[config.mk]
export PLATFORM = sky130hd
export DESIGN_NAME = pipe_stage_flat
export DESIGN_NICKNAME = d
export VERILOG_FILES = /design/src/rtl/pipe_pkg.sv /design/src/rtl/pipe_stage_if.sv /design/src/rtl/pipe_data_reg.sv /design/src/rtl/pipe_stage.sv /design/src/flat_wrapper.sv
export SDC_FILE = /design/constraint.sdc
export NUM_CORES = 1
export LEC_CHECK = 0
export ABC_AREA = 0
export CAP_MARGIN = 10
export CORE_MARGIN = 3
export CORE_UTILIZATION = 53
export CTS_CLUSTER_SIZE = 30
export DETAILED_ROUTE_END_ITERATION = 12
export PLACE_DENSITY = 0.82
export SETUP_SLACK_MARGIN = 0.02
export SLEW_MARGIN = 30
export SYNTH_ARGS = -nofsm -noshare
export SYNTH_HDL_FRONTEND = slang
export SYNTH_SLANG_ARGS = --single-unit
[constraint.sdc]
create_clock -name clk -period 2.99 [get_ports clk]
set_clock_uncertainty 0.15 [all_clocks]
set_input_delay 0.598 -clock clk [delete_from_list [all_inputs] [get_ports clk]]
set_output_delay 0.598 -clock clk [all_outputs]
set_load 0.05 [all_outputs]
[src/rtl/pipe_pkg.sv]
// Shared state encoding and helpers for the pipe_stage pipeline register.
// The state value equals the number of held beats, so count needs no decode.
package pipe_pkg;

  localparam int STATE_W = 2;

  typedef enum logic [STATE_W-1:0] {
    ST_EMPTY = 2'd0,
    ST_ONE   = 2'd1,
    ST_TWO   = 2'd2
  } state_e;

  function automatic logic [STATE_W-1:0] state_count(input state_e s);
    return STATE_W'(s);
  endfunction

endpackage

[src/rtl/pipe_stage_if.sv]
// Upstream/downstream valid-ready handshake bundle for one pipeline stage.
// The slave modport is the stage itself; master is whoever drives it.
interface pipe_stage_if #(
  parameter int WIDTH = 32
);

  logic             in_valid;
  logic             in_ready;
  logic [WIDTH-1:0] in_data;
  logic             out_valid;
  logic             out_ready;
  logic [WIDTH-1:0] out_data;

  modport slave (
    input  in_valid, in_data, out_ready,
    output in_ready, out_valid, out_data
  );

  modport master (
    output in_valid, in_data, out_ready,
    input  in_ready, out_valid, out_data
  );

endinterface

[src/rtl/pipe_data_reg.sv]
// Load-enabled payload register with asynchronous active-low reset.
// Used for both the main (output) entry and the skid entry of pipe_stage.
module pipe_data_reg #(
  parameter int               WIDTH     = 32,
  parameter logic [WIDTH-1:0] RESET_VAL = '0
) (
  input  logic             clk,
  input  logic             rst,
  input  logic             load,
  input  logic [WIDTH-1:0] d,
  output logic [WIDTH-1:0] q
);

  logic [WIDTH-1:0] data_q;
  logic [WIDTH-1:0] data_d;

  always_comb begin
    data_d = load ? d : data_q;
  end

  always_ff @(posedge clk or negedge rst) begin
    if (!rst) data_q <= RESET_VAL;
    else      data_q <= data_d;
  end

  assign q = data_q;

endmodule

[src/rtl/pipe_stage.sv]
// Valid/ready pipeline stage with optional skid entry and synchronous flush.
// With SKID=1 in_ready depends only on registered state, breaking the ready chain.
module pipe_stage
  import pipe_pkg::*;
#(
  parameter int               WIDTH     = 32,
  parameter logic [WIDTH-1:0] RESET_VAL = '0,
  parameter bit               SKID      = 1'b1
) (
  input  logic               clk,
  input  logic               rst,
  input  logic               flush,
  pipe_stage_if.slave        io,
  output logic [STATE_W-1:0] count
);

  state_e           state_q;
  state_e           state_d;
  logic             accept;
  logic             deliver;
  logic             in_ready;
  logic             out_valid;
  logic             main_load;
  logic             skid_load;
  logic             main_from_skid;
  logic [WIDTH-1:0] main_in;
  logic [WIDTH-1:0] main_q;
  logic [WIDTH-1:0] skid_q;

  always_ff @(posedge clk or negedge rst) begin
    if (!rst) state_q <= ST_EMPTY;
    else      state_q <= state_d;
  end

  // Flush overrides every handshake and leaves the payload registers untouched.
  always_comb begin
    state_d        = state_q;
    main_load      = 1'b0;
    skid_load      = 1'b0;
    main_from_skid = 1'b0;
    if (flush) begin
      state_d = ST_EMPTY;
    end else begin
      case (state_q)
        ST_EMPTY: begin
          if (accept) begin
            state_d   = ST_ONE;
            main_load = 1'b1;
          end
        end
        ST_ONE: begin
          if (accept && deliver) begin
            main_load = 1'b1;
          end else if (accept && SKID) begin
            state_d   = ST_TWO;
            skid_load = 1'b1;
          end else if (deliver) begin
            state_d = ST_EMPTY;
          end
        end
        ST_TWO: begin
          if (deliver) begin
            state_d        = ST_ONE;
            main_load      = 1'b1;
            main_from_skid = 1'b1;
          end
        end
        default: state_d = ST_EMPTY;
      endcase
    end
  end

  always_comb begin
    out_valid = (state_q != ST_EMPTY);
    if (SKID) in_ready = (state_q != ST_TWO);
    else      in_ready = !out_valid || io.out_ready;
    accept  = io.in_valid && in_ready;
    deliver = out_valid && io.out_ready;
  end

  assign main_in = main_from_skid ? skid_q : io.in_data;

  pipe_data_reg #(
    .WIDTH     (WIDTH),
    .RESET_VAL (RESET_VAL)
  ) u_main (
    .clk  (clk),
    .rst  (rst),
    .load (main_load),
    .d    (main_in),
    .q    (main_q)
  );

  generate
    if (SKID) begin : g_skid
      pipe_data_reg #(
        .WIDTH     (WIDTH),
        .RESET_VAL (RESET_VAL)
      ) u_skid (
        .clk  (clk),
        .rst  (rst),
        .load (skid_load),
        .d    (io.in_data),
        .q    (skid_q)
      );
    end else begin : g_no_skid
      // Never selected without a skid entry; tied off to keep the mux uniform.
      logic unused_skid_load;
      assign unused_skid_load = skid_load;
      assign skid_q           = RESET_VAL;
    end
  endgenerate

  assign io.in_ready  = in_ready;
  assign io.out_valid = out_valid;
  assign io.out_data  = main_q;
  assign count        = state_count(state_q);

endmodule

[src/flat_wrapper.sv]
// flat-port wrapper written by rule: the top's interface ports become plain ports
module pipe_stage_flat import pipe_pkg::*;
#(
  parameter int               WIDTH     = 32,
  parameter logic [WIDTH-1:0] RESET_VAL = '0,
  parameter bit               SKID      = 1'b1
)
  (clk, rst, flush, count, io_in_valid, io_in_data, io_out_ready, io_in_ready, io_out_valid, io_out_data);
  pipe_stage_if #(.WIDTH(WIDTH)) io_i ();
  input  logic clk;
  input  logic rst;
  input  logic flush;
  output logic [STATE_W-1:0] count;
  input wire logic [$bits(io_i.in_valid)-1:0] io_in_valid;
  input wire logic [$bits(io_i.in_data)-1:0] io_in_data;
  input wire logic [$bits(io_i.out_ready)-1:0] io_out_ready;
  output wire logic [$bits(io_i.in_ready)-1:0] io_in_ready;
  output wire logic [$bits(io_i.out_valid)-1:0] io_out_valid;
  output wire logic [$bits(io_i.out_data)-1:0] io_out_data;
  assign io_i.in_valid = io_in_valid;
  assign io_i.in_data = io_in_data;
  assign io_i.out_ready = io_out_ready;
  assign io_in_ready = io_i.in_ready;
  assign io_out_valid = io_i.out_valid;
  assign io_out_data = io_i.out_data;
  pipe_stage #(.WIDTH(WIDTH), .RESET_VAL(RESET_VAL), .SKID(SKID)) u_core (.clk(clk), .rst(rst), .flush(flush), .io(io_i), .count(count));
endmodule
-- Word level (Yosys, flattened, before mapping)
Cells that the tools add are included.
- word-level logic and storage cells: 34
- bits in registers: 66
- output and inout bits: 36
- input bits: 37
- eq/ne operators: 7
- mux-type cells: 18
- reduce and logical (&&, ||, !) cells: 6
- operators with widths (cell ; count):
    2-to-1 mux 32 bit ; 1
    2-to-1 mux 2 bit ; 6
    2-to-1 mux 1 bit ; 9
    != test 3 x 2 -> 1 bit (second input constant) ; 2
    case mux 2 bit (3 select lines) ; 1
    != test 4 x 2 -> 1 bit (second input constant) ; 1
    AND reduction 4 bit ; 1
    logical AND 1 bit ; 3
    != test 3 bit (second input constant) ; 1
    case mux 1 bit (3 select lines) ; 1
    equality test 2 x 1 -> 1 bit (second input constant) ; 1
    equality test 2 bit (second input constant) ; 1
    zero test 2 bit ; 1
    != test 2 bit (second input constant) ; 1
    nonzero test 2 bit ; 1

-- Depth between registers and ports, before layout
- word-level depth: 7
- gate-level depth with buffers: 6
- depth with buffers taken out: 5

-- By module
Synthesis repeated with hierarchy kept, for this count alone.
- cells, all modules: 186
- area total of the unflattened synthesis: 3228.1 um^2
- modules (own cells, without submodules) (module ; cells each ; times used ; area each (um^2) ; seq. area each (um^2)):
    pipe_data_reg ; 68 ; 2 ; 1345.0 ; 800.8
    pipe_stage ; 50 ; 1 ; 538.0 ; 50.0

-- Worst setup path after synthesis
No wires, ideal clock.
- path kind: flip-flop to flip-flop
- start point: reg u_core.state_q[1], in the netlist u_core.count[1]
- end point: reg u_core.u_main.data_q[13], in the netlist u_core.u_main.q[13]
- setup time: 0.128 ns
- slack: 0.530 ns
- period minus slack after synthesis: 2.460 ns
- cell stages (with the launch flop): 7
- required time: 2.712 ns
- path buffers: 1
- data arrival time: 2.182 ns
- cell sequence: dfrtp_1 > nor2b_2 > inv_2 > nor3b_4 > buf_6 > mux2_2 > mux2_1
- word-level cells in the longest chain between the ends: 6
- elaborated cells on any way between the ends: 16
- classes of those cells: 3 x eq/ne; 8 x mux; 5 x reduce/logical
- ends and longest elaborated chain (what ; line ; text):
    from (decl) ; pipe_stage.sv:17 ; state_e state_q;
    from (signal assigned) ; pipe_stage.sv:32 ; else state_q <= state_d;
    != test 2 bit (*) ; pipe_stage.sv:75 ; if (SKID) in_ready = (state_q != ST_TWO);
    net io_in_ready ; flat_wrapper.sv:17 ; output wire logic [$bits(io_i.in_ready)-1:0] io_in_ready;
    logical AND 1 bit (*) ; pipe_stage.sv:77 ; accept = io.in_valid && in_ready;
    logical AND 1 bit ; pipe_stage.sv:52 ; if (accept && deliver) begin
    2-to-1 mux 1 bit ; pipe_stage.sv:52 ;
    case mux 1 bit (3 select lines) (*) ; pipe_stage.sv:44 ; case (state_q)
    2-to-1 mux 1 bit (*) ; pipe_stage.sv:41 ; if (flush) begin
    to (signal assigned) ; pipe_data_reg.sv:23 ; else data_q <= data_d;
    to (decl) ; pipe_data_reg.sv:14 ; logic [WIDTH-1:0] data_q;
Mark *: on every way through the listed nets, which the timed path passes. The rest lies on a longest branch.
A chain may end at the register's enable or synchronous reset.

-- Final worst setup path
- start point: reg u_core.state_q[1], in the netlist u_core.count[1]
- end point: out io_in_ready
- word-level cells in the longest chain between the ends: 1
- ends and longest elaborated chain (what ; line):
    != test 2 bit ; pipe_stage.sv:75
    to (decl) ; flat_wrapper.sv:17
No other way between the ends.

==> impl_metrics.csv <==
group,metric,value,unit
run_status,status,"finished clean",
synthesis,yosysMostFrequentCell,"mux2_2",
drt,vias_per_cell,5.14,
synthesis,netlist_area,2900,sq um
clock_tree,clk_pin_slew_worst_paths,0.07,ns
global_route,grt_pass1_vias,1892,
timing,slew_headroom,50.7,%
drt,wl_per_cell,16.1,um
clock_tree,post_cts_resized,0,
timing,finalMaxSlewViolations,0,
timing,setup_ws,0.441,ns
place,post-place-ws,0.382,ns
synthesis,ys_warn_count,0,
drt,drtPass1Iterations,4,
timing,setup_tns,0,ns
synthesis,synth-async-reset-ratio,100,%
clock_tree,cts_buffers,9,
floorplan,die_h,80.0,um
power,power_per_cell_area,715,nW/um^2
global_route,grt_max_degree,35,
drt,antenna_left,0,
clock_tree,cts_sinks,66,
synthesis,synth_common_cells,"mux2_2 (91), dfrtp_1 (66), buf_2 (6), mux2_1 (5)",
global_route,grt.overflow.total,0,
clock_tree,h-tree-depth,3,
critical_path,crit_arrival,1.80,ns
synthesis,avgSynthCellArea,15.5,sq um
synthesis,synthDistinctLibCells,18,
clock_tree,cts_setup_buffers,0,
synthesis,yosysSeqAreaShare,56.9,%
clock_tree,cts_tree,"built",
layout,area_growth_syn_to_layout,35.8,%
synthesis,synth_edf_count,0,
job,maxCapViolCount,0,
layout,n_antenna_cell,0,
synthesis,yosysTopAreaCellShare,56.9,%
timing,worstMarginPinSlew,0.739,ns
power,ir_drop,557,uV
synthesis,synth_top_area_cell,"dfrtp_1",
clock_tree,clockBufferDepth,2,
critical_path,setup.worst_path.class,"reg2out",
timing,final_hold_viol_count,0,
floorplan,start_util,55.7,%
critical_path,crit_chain,"nor2b_2 > inv_2 > clkdlybuf4s50_1",
power,p_leak,1.64,nW
clock_tree,cts_root_buffer,"clkbuf_8",
synthesis,synth_cells,187,
critical_path,worst_setup_path_end_kind,"output pin",
clock_tree,hold_buffers,0,
place,place_hpwl,3810,um
timing,post-route-period-util,85.3,%
floorplan,dieArea,6400,sq um
critical_path,cp_max_fo,5,
worst_hold_path,min_path_type,"in2async",
floorplan,ios,73,
global_route,antenna_found_initial,0,
timing,rsz0062_at_grt,"no",
global_route,grt_pass1_wl,8990,um
timing,post-route-min-period,2.55,ns
critical_path,start_kind,"flop",
floorplan,fp.coreArea,5200,sq um
synthesis,synth-main-ff-cell,"dfrtp_1",
synthesis,yosys-top-cells-area,"dfrtp_1 (57%), mux2_2 (35%), mux2_1 (1.9%), buf_6 (1.2%), buf_2 (1.0%)",
global_route,track_usage,18.4,%
place,numPortBuffers,72,
drt,drc,0,
drt,vias,1758,
layout,num-nets-final,304,
timing,fmax,392,MHz
drt,wirelength,5490,um
synthesis,syn-num-nets,224,
critical_path,cpPeakStageDelay,0.80,ns
critical_path,worst_ep_required_time,2.24,ns
clock_tree,insertion_delay,0.32,ns
critical_path,crit_slowest_cell,"clkdlybuf4s50_1",
floorplan,rows,26,
synthesis,synth_seq_cells,66,
layout,layout-drive-gt1-share,43.4,%
place,globalplace.congestion,0.688,
drt,drt_iter0_markers,67,
timing,finalSetupViolCount,0,
floorplan,die_w,80.0,um
## layout by cell type (no fill, tap or decap), types with 2 or more instances in the layout
cell | Yosys | layout
buf_4 | 0 | 3
nor2_1 | 3 | 3
clkdlybuf4s50_1 | 0 | 71
dfrtp_1 | 66 | 66
clkinvlp_4 | 0 | 2
mux2_2 | 91 | 91
buf_12 | 0 | 3
clkbuf_8 | 0 | 11
mux2_1 | 5 | 5
## cells by family after synthesis
group,count (synthesis),synth area share (%)
mux,97,37.6
compound gates,4,0.776
simple gates,10,2.37
flops,66,56.9
buf+inv,10,2.33
## metrics by stage
step	utilization, %	power [mW]	instances	instance area (sq um)	hold WS, ns
CTS	75.7	2.84	342	3940	0.196
finish	75.7	2.82	342	3940	0.181
detailed placement	71.8	2.09	326	3730	0.335
global placement	71.8	2.06	326	3730	0.330
floorplan	-	1.76	187	2900	0.152
global route	75.7	2.95	342	3940	0.211
## where the power goes
part | internal (mW) | switching [mW]
clock network | 0.430 | 0.322
logic | 0.381 | 0.476
registers | 1.10 | 0.102
total | 1.91 | 0.901
## layout make-up
type                            instances  area [sq um]
Clock buffer                           12           155
Timing Repair Buffer                   78           798
Clock inverter                          4          50.0
Fill cell                             336          1260
Tap cell                               70          87.6
Multi-Input combinational cell        111          1190
Sequential cell                        66          1650
Inverter                                1          3.75
## sequential cells by signal, indices dropped and copies added (netlist names)
signal	cells
u_core.count	2
u_core.g_skid.u_skid.q	32
u_core.u_main.q	32
## metal layers
| metal | routed length (um) | up-vias | global-route usage [%] |
|---|---|---|---|
| met1 | 2540 | 867 | 25.0 |
| met3 | 384 | 6 | 6.09 |
| met2 | 2520 | 51 | 28.6 |
| met4 | 44 | 0 | 4.56 |
| li1 | - | 834 | - |
| met5 | 0 | - | 0 |
## path summary, 6_finish.rpt
kind / start / to / slack (ns) / depth (start not counted)
worst max-delay path: u_core.count[1] / io_in_ready / 0.44 / 3
worst min-delay path: rst / u_core.u_main.q[28] / 0.18 / 1
worst max register to register: u_core.count[0] / u_core.u_main.q[25] / 0.88 / 6
worst min register to register: u_core.u_main.q[13] / u_core.u_main.q[13] / 0.35 / 1
max in group asynchronous: rst / u_core.g_skid.u_skid.q[20] / 1.88 / 2
min in group clk: u_core.u_main.q[13] / u_core.u_main.q[13] / 0.35 / 1
## critical path, delay by kind of cell, from the launching register on
family | cells | cell delay, ns
and+or+nand+nor | 1 | 0.18
buffers and inverters | 2 | 0.88
DFF | 1 | 0.41
No activity file was read; power rests on OpenSTA's default activity.
